===== config.mk =====
export PLATFORM = sky130hd
export DESIGN_NAME = led_status_ctrl_flat
export DESIGN_NICKNAME = d
export VERILOG_FILES = /design/src/rtl/led_status_pkg.sv /design/src/rtl/led_status_ctrl_if.sv /design/src/rtl/pulse_stretch.sv /design/src/rtl/led_status_ctrl.sv /design/src/flat_wrapper.sv
export SDC_FILE = /design/constraint.sdc
export NUM_CORES = 1
export LEC_CHECK = 0
export CAP_MARGIN = 20
export CORE_MARGIN = 5
export CORE_UTILIZATION = 65
export CTS_CLUSTER_DIAMETER = 120
export DETAILED_ROUTE_END_ITERATION = 8
export PLACE_DENSITY = 0.92
export SLEW_MARGIN = 10
export SYNTH_ARGS = -nofsm -noshare
export SYNTH_HDL_FRONTEND = slang
export SYNTH_SLANG_ARGS = --single-unit
export TNS_END_PERCENT = 1

===== constraint.sdc =====
create_clock -name clk -period 5.2 [get_ports clk]
set_input_delay 1.56 -clock clk [delete_from_list [all_inputs] [get_ports clk]]
set_output_delay 1.56 -clock clk [all_outputs]
set_load 0.02 [all_outputs]

===== src/rtl/led_status_pkg.sv =====
// Shared types and constants for the status-LED driver.
package led_status_pkg;

  typedef enum logic [1:0] {
    DOWN  = 2'd0,
    TRAIN = 2'd1,
    UP    = 2'd2
  } link_st_t;

  localparam int LED_HB   = 0;
  localparam int LED_LINK = 1;
  localparam int LED_PCIE = 2;
  localparam int LED_QSPI = 3;

  function automatic int max2(input int a, input int b);
    return (a > b) ? a : b;
  endfunction

endpackage


===== src/rtl/led_status_ctrl_if.sv =====
// Status inputs from the system block and the active-low LED pins.
interface led_status_ctrl_if;
  logic       link_up;
  logic       act_pcie;
  logic       act_qspi;
  logic       err;
  logic       err_clr;
  logic [3:0] ledn;

  modport master (output link_up, act_pcie, act_qspi, err, err_clr, input ledn);
  modport slave  (input link_up, act_pcie, act_qspi, err, err_clr, output ledn);
endinterface


===== src/rtl/pulse_stretch.sv =====
// Retriggerable pulse stretcher: active for LEN cycles after the latest pulse.
module pulse_stretch #(
  parameter int LEN = 4194304
) (
  input  logic clk,
  input  logic rstn,
  input  logic pulse,
  output logic active
);

  localparam int              CW    = $clog2(LEN + 1);
  localparam logic [CW-1:0]   LEN_V = CW'(LEN);

  logic [CW-1:0] cnt_r;

  // Reload on pulse, otherwise count down and rest at zero.
  always_ff @(posedge clk or negedge rstn) begin
    if (!rstn) begin
      cnt_r <= '0;
    end else if (pulse) begin
      cnt_r <= LEN_V;
    end else if (cnt_r != '0) begin
      cnt_r <= cnt_r - CW'(1);
    end else begin
      cnt_r <= cnt_r;
    end
  end

  assign active = (cnt_r != '0);

endmodule


===== src/rtl/led_status_ctrl.sv =====
// Four-LED status driver: heartbeat, PCIe link, PCIe and QSPI activity.
// Optional sticky error blink on all LEDs when LED_ERR_LATCH_EN is defined.
import led_status_pkg::*;

module led_status_ctrl #(
  parameter int HB_BIT      = 24,
  parameter int FAST_BIT    = 21,
  parameter int STRETCH_CYC = 4194304,
  parameter int TRAIN_CYC   = 33554432
) (
  input logic               clk,
  input logic               rstn,
  led_status_ctrl_if.slave  bus
);

  localparam int            CW         = max2(HB_BIT, FAST_BIT) + 1;
  localparam int            TW         = (TRAIN_CYC > 1) ? $clog2(TRAIN_CYC) : 1;
  localparam logic [TW-1:0] TRAIN_LOAD = TW'(TRAIN_CYC - 1);

  logic [CW-1:0] cnt_r;
  logic [1:0]    link_sync_r;
  logic          link_s;
  link_st_t      st_r, st_nxt_s;
  logic [TW-1:0] tcnt_r, tcnt_nxt_s;
  logic          pcie_act_s, qspi_act_s;
  logic [3:0]    led_norm_s, led_s;
  logic [3:0]    ledn_r;

  // Free-running blink time base.
  always_ff @(posedge clk or negedge rstn) begin
    if (!rstn) begin
      cnt_r <= '0;
    end else begin
      cnt_r <= cnt_r + CW'(1);
    end
  end

  // link_up comes from another clock domain.
  always_ff @(posedge clk or negedge rstn) begin
    if (!rstn) begin
      link_sync_r <= 2'b00;
    end else begin
      link_sync_r <= {link_sync_r[0], bus.link_up};
    end
  end

  assign link_s = link_sync_r[1];

  // Link FSM state and training-window counter.
  always_ff @(posedge clk or negedge rstn) begin
    if (!rstn) begin
      st_r   <= DOWN;
      tcnt_r <= '0;
    end else begin
      st_r   <= st_nxt_s;
      tcnt_r <= tcnt_nxt_s;
    end
  end

  // Link FSM next state; a dropped link wins over training completion.
  always_comb begin
    st_nxt_s   = st_r;
    tcnt_nxt_s = tcnt_r;
    case (st_r)
      DOWN: begin
        if (link_s) begin
          st_nxt_s   = TRAIN;
          tcnt_nxt_s = TRAIN_LOAD;
        end else begin
          st_nxt_s   = DOWN;
        end
      end
      TRAIN: begin
        if (!link_s) begin
          st_nxt_s   = DOWN;
        end else if (tcnt_r == '0) begin
          st_nxt_s   = UP;
        end else begin
          tcnt_nxt_s = tcnt_r - TW'(1);
        end
      end
      UP: begin
        if (!link_s) begin
          st_nxt_s = DOWN;
        end else begin
          st_nxt_s = UP;
        end
      end
      default: begin
        st_nxt_s   = DOWN;
        tcnt_nxt_s = '0;
      end
    endcase
  end

  pulse_stretch #(.LEN(STRETCH_CYC)) u_pcie_stretch (
    .clk    (clk),
    .rstn   (rstn),
    .pulse  (bus.act_pcie),
    .active (pcie_act_s)
  );

  pulse_stretch #(.LEN(STRETCH_CYC)) u_qspi_stretch (
    .clk    (clk),
    .rstn   (rstn),
    .pulse  (bus.act_qspi),
    .active (qspi_act_s)
  );

  // Normal (non-error) LED sources, active high.
  always_comb begin
    led_norm_s           = 4'b0000;
    led_norm_s[LED_HB]   = cnt_r[HB_BIT];
    case (st_r)
      TRAIN:   led_norm_s[LED_LINK] = cnt_r[FAST_BIT];
      UP:      led_norm_s[LED_LINK] = 1'b1;
      default: led_norm_s[LED_LINK] = 1'b0;
    endcase
    led_norm_s[LED_PCIE] = pcie_act_s;
    led_norm_s[LED_QSPI] = qspi_act_s;
  end

`ifdef LED_ERR_LATCH_EN
  logic err_r;

  // Sticky error flag; a set in the same cycle as a clear wins.
  always_ff @(posedge clk or negedge rstn) begin
    if (!rstn) begin
      err_r <= 1'b0;
    end else if (bus.err) begin
      err_r <= 1'b1;
    end else if (bus.err_clr) begin
      err_r <= 1'b0;
    end else begin
      err_r <= err_r;
    end
  end

  assign led_s = err_r ? {4{cnt_r[FAST_BIT]}} : led_norm_s;
`else
  logic unused_err_s;
  assign unused_err_s = ^{bus.err, bus.err_clr};
  assign led_s        = led_norm_s;
`endif

  // Registered active-low pin drive.
  always_ff @(posedge clk or negedge rstn) begin
    if (!rstn) begin
      ledn_r <= 4'hF;
    end else begin
      ledn_r <= ~led_s;
    end
  end

  assign bus.ledn = ledn_r;

endmodule


===== src/flat_wrapper.sv =====
// flat-port wrapper written by rule: the top's interface ports become plain ports
module led_status_ctrl_flat 
#(
  parameter int HB_BIT      = 24,
  parameter int FAST_BIT    = 21,
  parameter int STRETCH_CYC = 4194304,
  parameter int TRAIN_CYC   = 33554432
)
  (clk, rstn, bus_link_up, bus_act_pcie, bus_act_qspi, bus_err, bus_err_clr, bus_ledn);
  led_status_ctrl_if bus_i ();
  input logic clk;
  input logic rstn;
  input wire logic [$bits(bus_i.link_up)-1:0] bus_link_up;
  input wire logic [$bits(bus_i.act_pcie)-1:0] bus_act_pcie;
  input wire logic [$bits(bus_i.act_qspi)-1:0] bus_act_qspi;
  input wire logic [$bits(bus_i.err)-1:0] bus_err;
  input wire logic [$bits(bus_i.err_clr)-1:0] bus_err_clr;
  output wire logic [$bits(bus_i.ledn)-1:0] bus_ledn;
  assign bus_i.link_up = bus_link_up;
  assign bus_i.act_pcie = bus_act_pcie;
  assign bus_i.act_qspi = bus_act_qspi;
  assign bus_i.err = bus_err;
  assign bus_i.err_clr = bus_err_clr;
  assign bus_ledn = bus_i.ledn;
  led_status_ctrl #(.HB_BIT(HB_BIT), .FAST_BIT(FAST_BIT), .STRETCH_CYC(STRETCH_CYC), .TRAIN_CYC(TRAIN_CYC)) u_core (.clk(clk), .rstn(rstn), .bus(bus_i));
endmodule

==> impl_metrics.json, run 1 <==
{
  "status": "completed",
  "most-common-layout-cells": "dfrtp_1 (100), nor2_1 (70), xnor2_1 (40)",
  "synth_xor_area_share_pct": 9.28,
  "worstPathRequired_ns": 3.64,
  "regArea_um2": 2610,
  "portBuffers": 8,
  "layout-drive-gt1-share_pct": 7.76,
  "arrival_ns": 1.50,
  "worstMarginPinSlew_ns": 1.00,
  "core_area_um2": 7810,
  "netlist_area_um2": 5290,
  "rsz0062_at_grt": "no",
  "clock_path_buffers": 2,
  "cts-root-buf": "clkbuf_8",
  "antenna_found_initial": 0,
  "drt_iter0_drc": 304,
  "grt_overflow": 0,
  "final_common_cell": "dfrtp_1",
  "slew_violations": 0,
  "finalPower_mw": 3.28,
  "hold_violations": 0,
  "skew_ns": 0.0103,
  "maxCapViolCount": 0,
  "grt_busiest_layer": "met2",
  "wire_per_inst_um": 16.2,
  "syn-num-nets": 552,
  "worstSetupPathType": "flop to output port",
  "slowest_delay_ns": 0.60,
  "grt_use_met2_pct": 37.9,
  "fin_area_um2": 5620,
  "area_delta_synth_final_pct": 6.39,
  "relSlewSlack_pct": 33.3,
  "fin_cells": 643,
  "dieArea_um2": 10000,
  "yosys_warnings": 0,
  "drc": 0,
  "clock_sinks": 104,
  "cts_resized": 0,
  "met3_usage_pct": 5.21,
  "ios": 11,
  "diodes": 0,
  "grt_max_degree": 75,
  "firstDrtPassIters": 5,
  "die_x_um": 100,
  "route.vias.total": 3984,
  "grt_pass1_wl_um": 17900,
  "async_flop_share_pct": 100,
  "numCtsBuffers": 9,
  "ant_nets": 0,
  "synth_area_per_cell_um2": 9.86,
  "synth_edf_count": 0,
  "rows": 32,
  "routabilityCongestion": 0.798,
  "multi_input_area_um2": 2500,
  "viasPerCell": 6.20,
  "vdd.ir_drop.worst_v": 0.000384,
  "clk_pin_slew_ns": 0.10,
  "worst_path_max_delay_cell": "clkdlybuf4s50_1",
  "hp-class": "flop to flop",
  "gr-usage-met1_pct": 26.5,
  "cts_setup_buffers": 0,
  "synth_top_family_by_area": "simple AND/OR/NAND/NOR gates",
  "grt_usage_pct": 21.8,
  "cp-end-kind": "output port",
  "nFillCells": 549,
  "synthMuxAreaShare_pct": 0.757,
  "synthAdderAreaFrac_pct": 2.13,
  "start_util_pct": 67.7,
  "start_kind": "flop",
  "hpwl_um": 6860,
  "fin_util_pct": 72.0,
  "power_leakage_nw": 2.40,
  "htreeDepth": 3,
  "synth_cell_types": 55,
  "cts_tree": "done",
  "finalSetupViolations": 0,
  "synth_compound_area_share_pct": 11.1,
  "clkLatencyLatePin_ns": 0.37,
  "synth-seq-cells": 104,
  "period_needed_ns": 3.06,
  "grt_pass1_vias": 3990,
  "yosysSeqAreaShare_pct": 49.3,
  "synth-main-ff-cell": "dfrtp_1",
  "tns_ns": 0,
  "fmax_mhz": 327,
  "crit_fanout": 1,
  "routed_wl_um": 10400,
  "yosys.area_share.simple_pct": 23.8,
  "dpl_cell_area_um2": 5410,
  "syn_inst": 536,
  "die_height_um": 100,
  "layout.nets": 552,
  "cts_hold_buffers": 0,
  "dp.cells": 627,
  "crit_chain": "clkdlybuf4s50_1",
  "critical-path-top-delay-family": "buffers and inverters",
  "crit_buf_inv": 1,
  "p_per_area_nw_per_um2": 584,
  "fin_crit_sh_pct": 58.9
}
==> sequential cells by signal, summed over array words and instances, names as in the netlist <==
name / cells
u_core.link_sync_r: 2
u_core.st_r: 2
u_core.u_pcie_stretch.cnt_r: 23
u_core.bus.ledn: 4
u_core.u_qspi_stretch.cnt_r: 23
u_core.tcnt_r: 25
u_core.cnt_r: 25
==> where the power goes <==
group | switching (mW) | leakage [nW] | internal (mW)
clock network | 0.263 | 0.109 | 0.261
logic | 0.826 | 0.961 | 0.614
registers | 0.262 | 1.33 | 1.06
total | 1.35 | 2.40 | 1.93
==> kinds of logic after synthesis <==
group                    count (synthesis)
AND/OR/NAND/NOR                        221
flip-flops                             104
adder cells (fa/ha/maj)                  9
buffers and inverters                   45
multiplexers                             4
AO/OA/AOI/OAI                           97
XOR/XNOR                                56
==> through the flow <==
step / worst slack [ns] / hold WS (ns)
global placement: 2.12 / 0.333
CTS: 2.12 / 0.365
finish: 2.14 / 0.359
floorplan: 2.87 / 0.331
global route: 2.09 / 0.373
detailed placement: 2.10 / 0.336
==> synth_stat cells, types with 8 or more instances <==
master    count  share of area [%]
nor4_1        8               0.95
nor3_1       15                1.4
nor2b_1       9                1.1
inv_1        25                1.8
nand3_1      21                2.0
ha_1          9                2.1
xor2_1       16                2.7
dfrtp_1     100                 47
nor2_1       70                5.0
a31oi_1       9                1.1
o21ai_0      36                3.4
or3_1        13                1.5
nand4_1       8               0.95
nand2_1      27                1.9
xnor2_1      40                6.6
clkbuf_1     14               0.99
or4_1        10                1.4
a21oi_1      23                2.2
==> layer usage <==
layer / vias to the layer above / wire length (µm) / share of wire [%]
li1: 1885 / - / -
met1: 1983 / 4490 / 43
met2: 98 / 5300 / 51
met3: 18 / 441 / 4.2
met4: 0 / 172 / 1.7
met5: - / 0 / 0
==> worst paths after layout <==
| path | from | to | slack [ns] | depth (start not counted) |
|---|---|---|---|---|
| setup / recovery | u_core.bus.ledn[1] | bus_ledn[1] | 2.14 | 1 |
| hold / removal | u_core.link_sync_r[0] | u_core.link_sync_r[1] | 0.36 | 0 |
| setup reg to reg | u_core.u_qspi_stretch.cnt_r[7] | u_core.u_qspi_stretch.cnt_r[12] | 2.39 | 6 |
| hold reg to reg | u_core.link_sync_r[0] | u_core.link_sync_r[1] | 0.36 | 0 |
| max in group asynchronous | rstn | u_core.bus.ledn[3] | 2.94 | 2 |
| min in group asynchronous | rstn | u_core.u_qspi_stretch.cnt_r[13] | 1.31 | 1 |
==> layout make-up <==
type                            count  area share [%]
Multi-Input combinational cell    387            44.5
Clock buffer                       13            3.00
Inverter                           25            1.67
Timing Repair Buffer                9            1.51
Tap cell                          102            2.27
Clock inverter                      3           0.712
Sequential cell                   104            46.4
(Power assumes the default switching activity.)
==> run 2, diff against run 1 <==
Settings changed: CORE_UTILIZATION 65 to 62, PLACE_DENSITY 0.92 to 0.88.
Clock period 5.2 ns to 2.92 ns, I/O delays scaled along.
==> run 2 against run 1 <==
First-iteration DRC count decreased by 42%; combinational power increased by 82%; critical path depth increased by 6; highest routed layer unchanged; count of clock-buffer cells in the layout decreased by 2; clock power increased by 76%; critical endpoint is now u_core.tcnt_r[14].
==> impl_metrics.json, run 2 (same netlist as run 1, synthesis figures left out) <==
{
  "reg_top3": "u_core.cnt_r (25), u_core.tcnt_r (25)",
  "layout.nets": 563,
  "routed_wl_um": 10200,
  "die_x_um": 102,
  "slew_violations": 0,
  "fmax_mhz": 390,
  "hold_violations": 0,
  "hpwl_um": 7030,
  "clock_sinks": 104,
  "area_delta_synth_final_pct": 8.00,
  "period_needed_ns": 2.56,
  "routabilityCongestion": 0.880,
  "grt_usage_pct": 21.3,
  "slowest_delay_ns": 0.51,
  "dieArea_um2": 10500,
  "maxCapViolCount": 0,
  "diodes": 0,
  "firstDrtPassIters": 5,
  "grt_pass1_vias": 4013,
  "drc": 0,
  "cp-end-kind": "flop",
  "layout-drive-gt1-share_pct": 9.60,
  "fin_area_um2": 5710,
  "rsz0062_at_grt": "no",
  "core_area_um2": 8260,
  "finalSetupViolations": 0,
  "route.vias.total": 3986,
  "numCtsBuffers": 9,
  "cts_resized": 0,
  "grt_overflow": 0,
  "ant_nets": 0,
  "clkLatencyLatePin_ns": 0.37,
  "worstPathRequired_ns": 3.20,
  "tns_ns": 0,
  "drt_iter0_drc": 175,
  "antenna_found_initial": 0,
  "cts_hold_buffers": 0,
  "vdd.ir_drop.worst_v": 0.000504,
  "crit_buf_inv": 1,
  "arrival_ns": 2.85,
  "portBuffers": 8,
  "nFillCells": 630,
  "finalPower_mw": 5.88,
  "start_kind": "flop",
  "met2WireLength_um": 5260,
  "crit_chain": "or3_1 -> nor4_4 -> a31oi_1 -> o21bai_2 -> buf_4 -> o21ai_0 -> o211ai_1",
  "critical-path-top-delay-family": "simple AND/OR/NAND/NOR gates",
  "fin_crit_sh_pct": 87.8,
  "relSlewSlack_pct": 43.8,
  "status": "completed",
  "worstMarginPinSlew_ns": 0.835,
  "multi_input_area_um2": 2490,
  "dpl_cell_area_um2": 5510,
  "clk_pin_slew_ns": 0.10,
  "wl_met1_um": 4390,
  "power_leakage_nw": 2.45,
  "cts_setup_buffers": 0,
  "wire_per_inst_um": 15.6,
  "most-common-layout-cells": "dfrtp_1 (100), nor2_1 (70), xnor2_1 (40)",
  "cts_tree": "done",
  "final_common_cell": "dfrtp_1",
  "grt_pass1_wl_um": 17900,
  "crit_fanout": 15,
  "hp-class": "flop to flop",
  "grt_max_degree": 41,
  "die_height_um": 102,
  "ios": 11,
  "skew_ns": 0.0115,
  "clock_path_buffers": 2,
  "regArea_um2": 2610,
  "cts-root-buf": "clkbuf_8",
  "worstSetupPathType": "flop to flop",
  "rows": 33,
  "start_util_pct": 64.0,
  "viasPerCell": 6.07,
  "met3_length_um": 472,
  "worst_path_max_delay_cell": "or3_1",
  "p_per_area_nw_per_um2": 1030,
  "htreeDepth": 3,
  "route.top_layer_used": "met4"
}
-- run 2: cell types whose count changed in the layout (fill, tap and decap cells not counted) --
cell	delta
buf_12	+1
clkinv_2	-1
inv_6	+3
o21bai_2	+1
o21bai_4	-1
buf_4	+10
clkbuf_8	-2
-- run 2: final cells by class --
| class | count | share of cell area [%] |
|---|---|---|
| multi-input cells | 387 | 43.7 |
| clock buffers | 11 | 2.48 |
| clock inverters | 5 | 1.07 |
| repair buffers | 20 | 3.16 |
| inverters | 25 | 1.64 |
| flip-flops and latches | 104 | 45.7 |
| well taps | 105 | 2.30 |
-- run 2: per-layer routing --
| layer | GRT usage (%) | up-vias |
|---|---|---|
| met5 | 0 | - |
| met4 | 5.15 | 0 |
| met3 | 5.32 | 14 |
| met2 | 37.8 | 107 |
| met1 | 26.2 | 1952 |
| li1 | - | 1913 |
-- run 2: power by group --
| group | internal (mW) | switching (mW) | total, mW |
|---|---|---|---|
| logic | 1.14 | 1.48 | 2.62 |
| registers | 1.88 | 0.461 | 2.34 |
| clock network | 0.429 | 0.492 | 0.920 |
-- run 2: per-stage QoR --
| stage | utilization (%) | hold slack [ns] | setup WS, ns | std cells |
|---|---|---|---|---|
| 2_1_floorplan | - | 0.331 | 0.592 | 536 |
| 3_5_place_dp | 66.7 | 0.351 | 0.428 | 641 |
| 4_1_cts | 69.1 | 0.381 | 0.401 | 657 |
| 6_report | 69.1 | 0.376 | 0.356 | 657 |
| 3_3_place_gp | 66.7 | 0.332 | 0.520 | 641 |
| 5_1_grt | 69.1 | 0.403 | 0.193 | 657 |
-- run 2: final timing paths --
kind	depth (start not counted)	start	slack (ns)	endpoint
hold reg to reg	0	u_core.link_sync_r[0]	0.38	u_core.link_sync_r[1]
min in group asynchronous	1	rstn	0.42	u_core.u_qspi_stretch.cnt_r[20]
max in group asynchronous	2	rstn	1.90	u_core.bus.ledn[2]
hold / removal	0	u_core.link_sync_r[0]	0.38	u_core.link_sync_r[1]
setup / recovery	7	u_core.tcnt_r[15]	0.36	u_core.tcnt_r[14]
setup reg to reg	7	u_core.tcnt_r[15]	0.36	u_core.tcnt_r[14]
-- run 2: worst register-to-register path: cells and delay by family (launching register included) --
| kind | cells | cell delay (ns) |
|---|---|---|
| AOI/OAI and AO/OA | 4 | 0.82 |
| buffers and inverters | 1 | 0.28 |
| DFF | 1 | 0.44 |
| and+or+nand+nor | 2 | 0.95 |
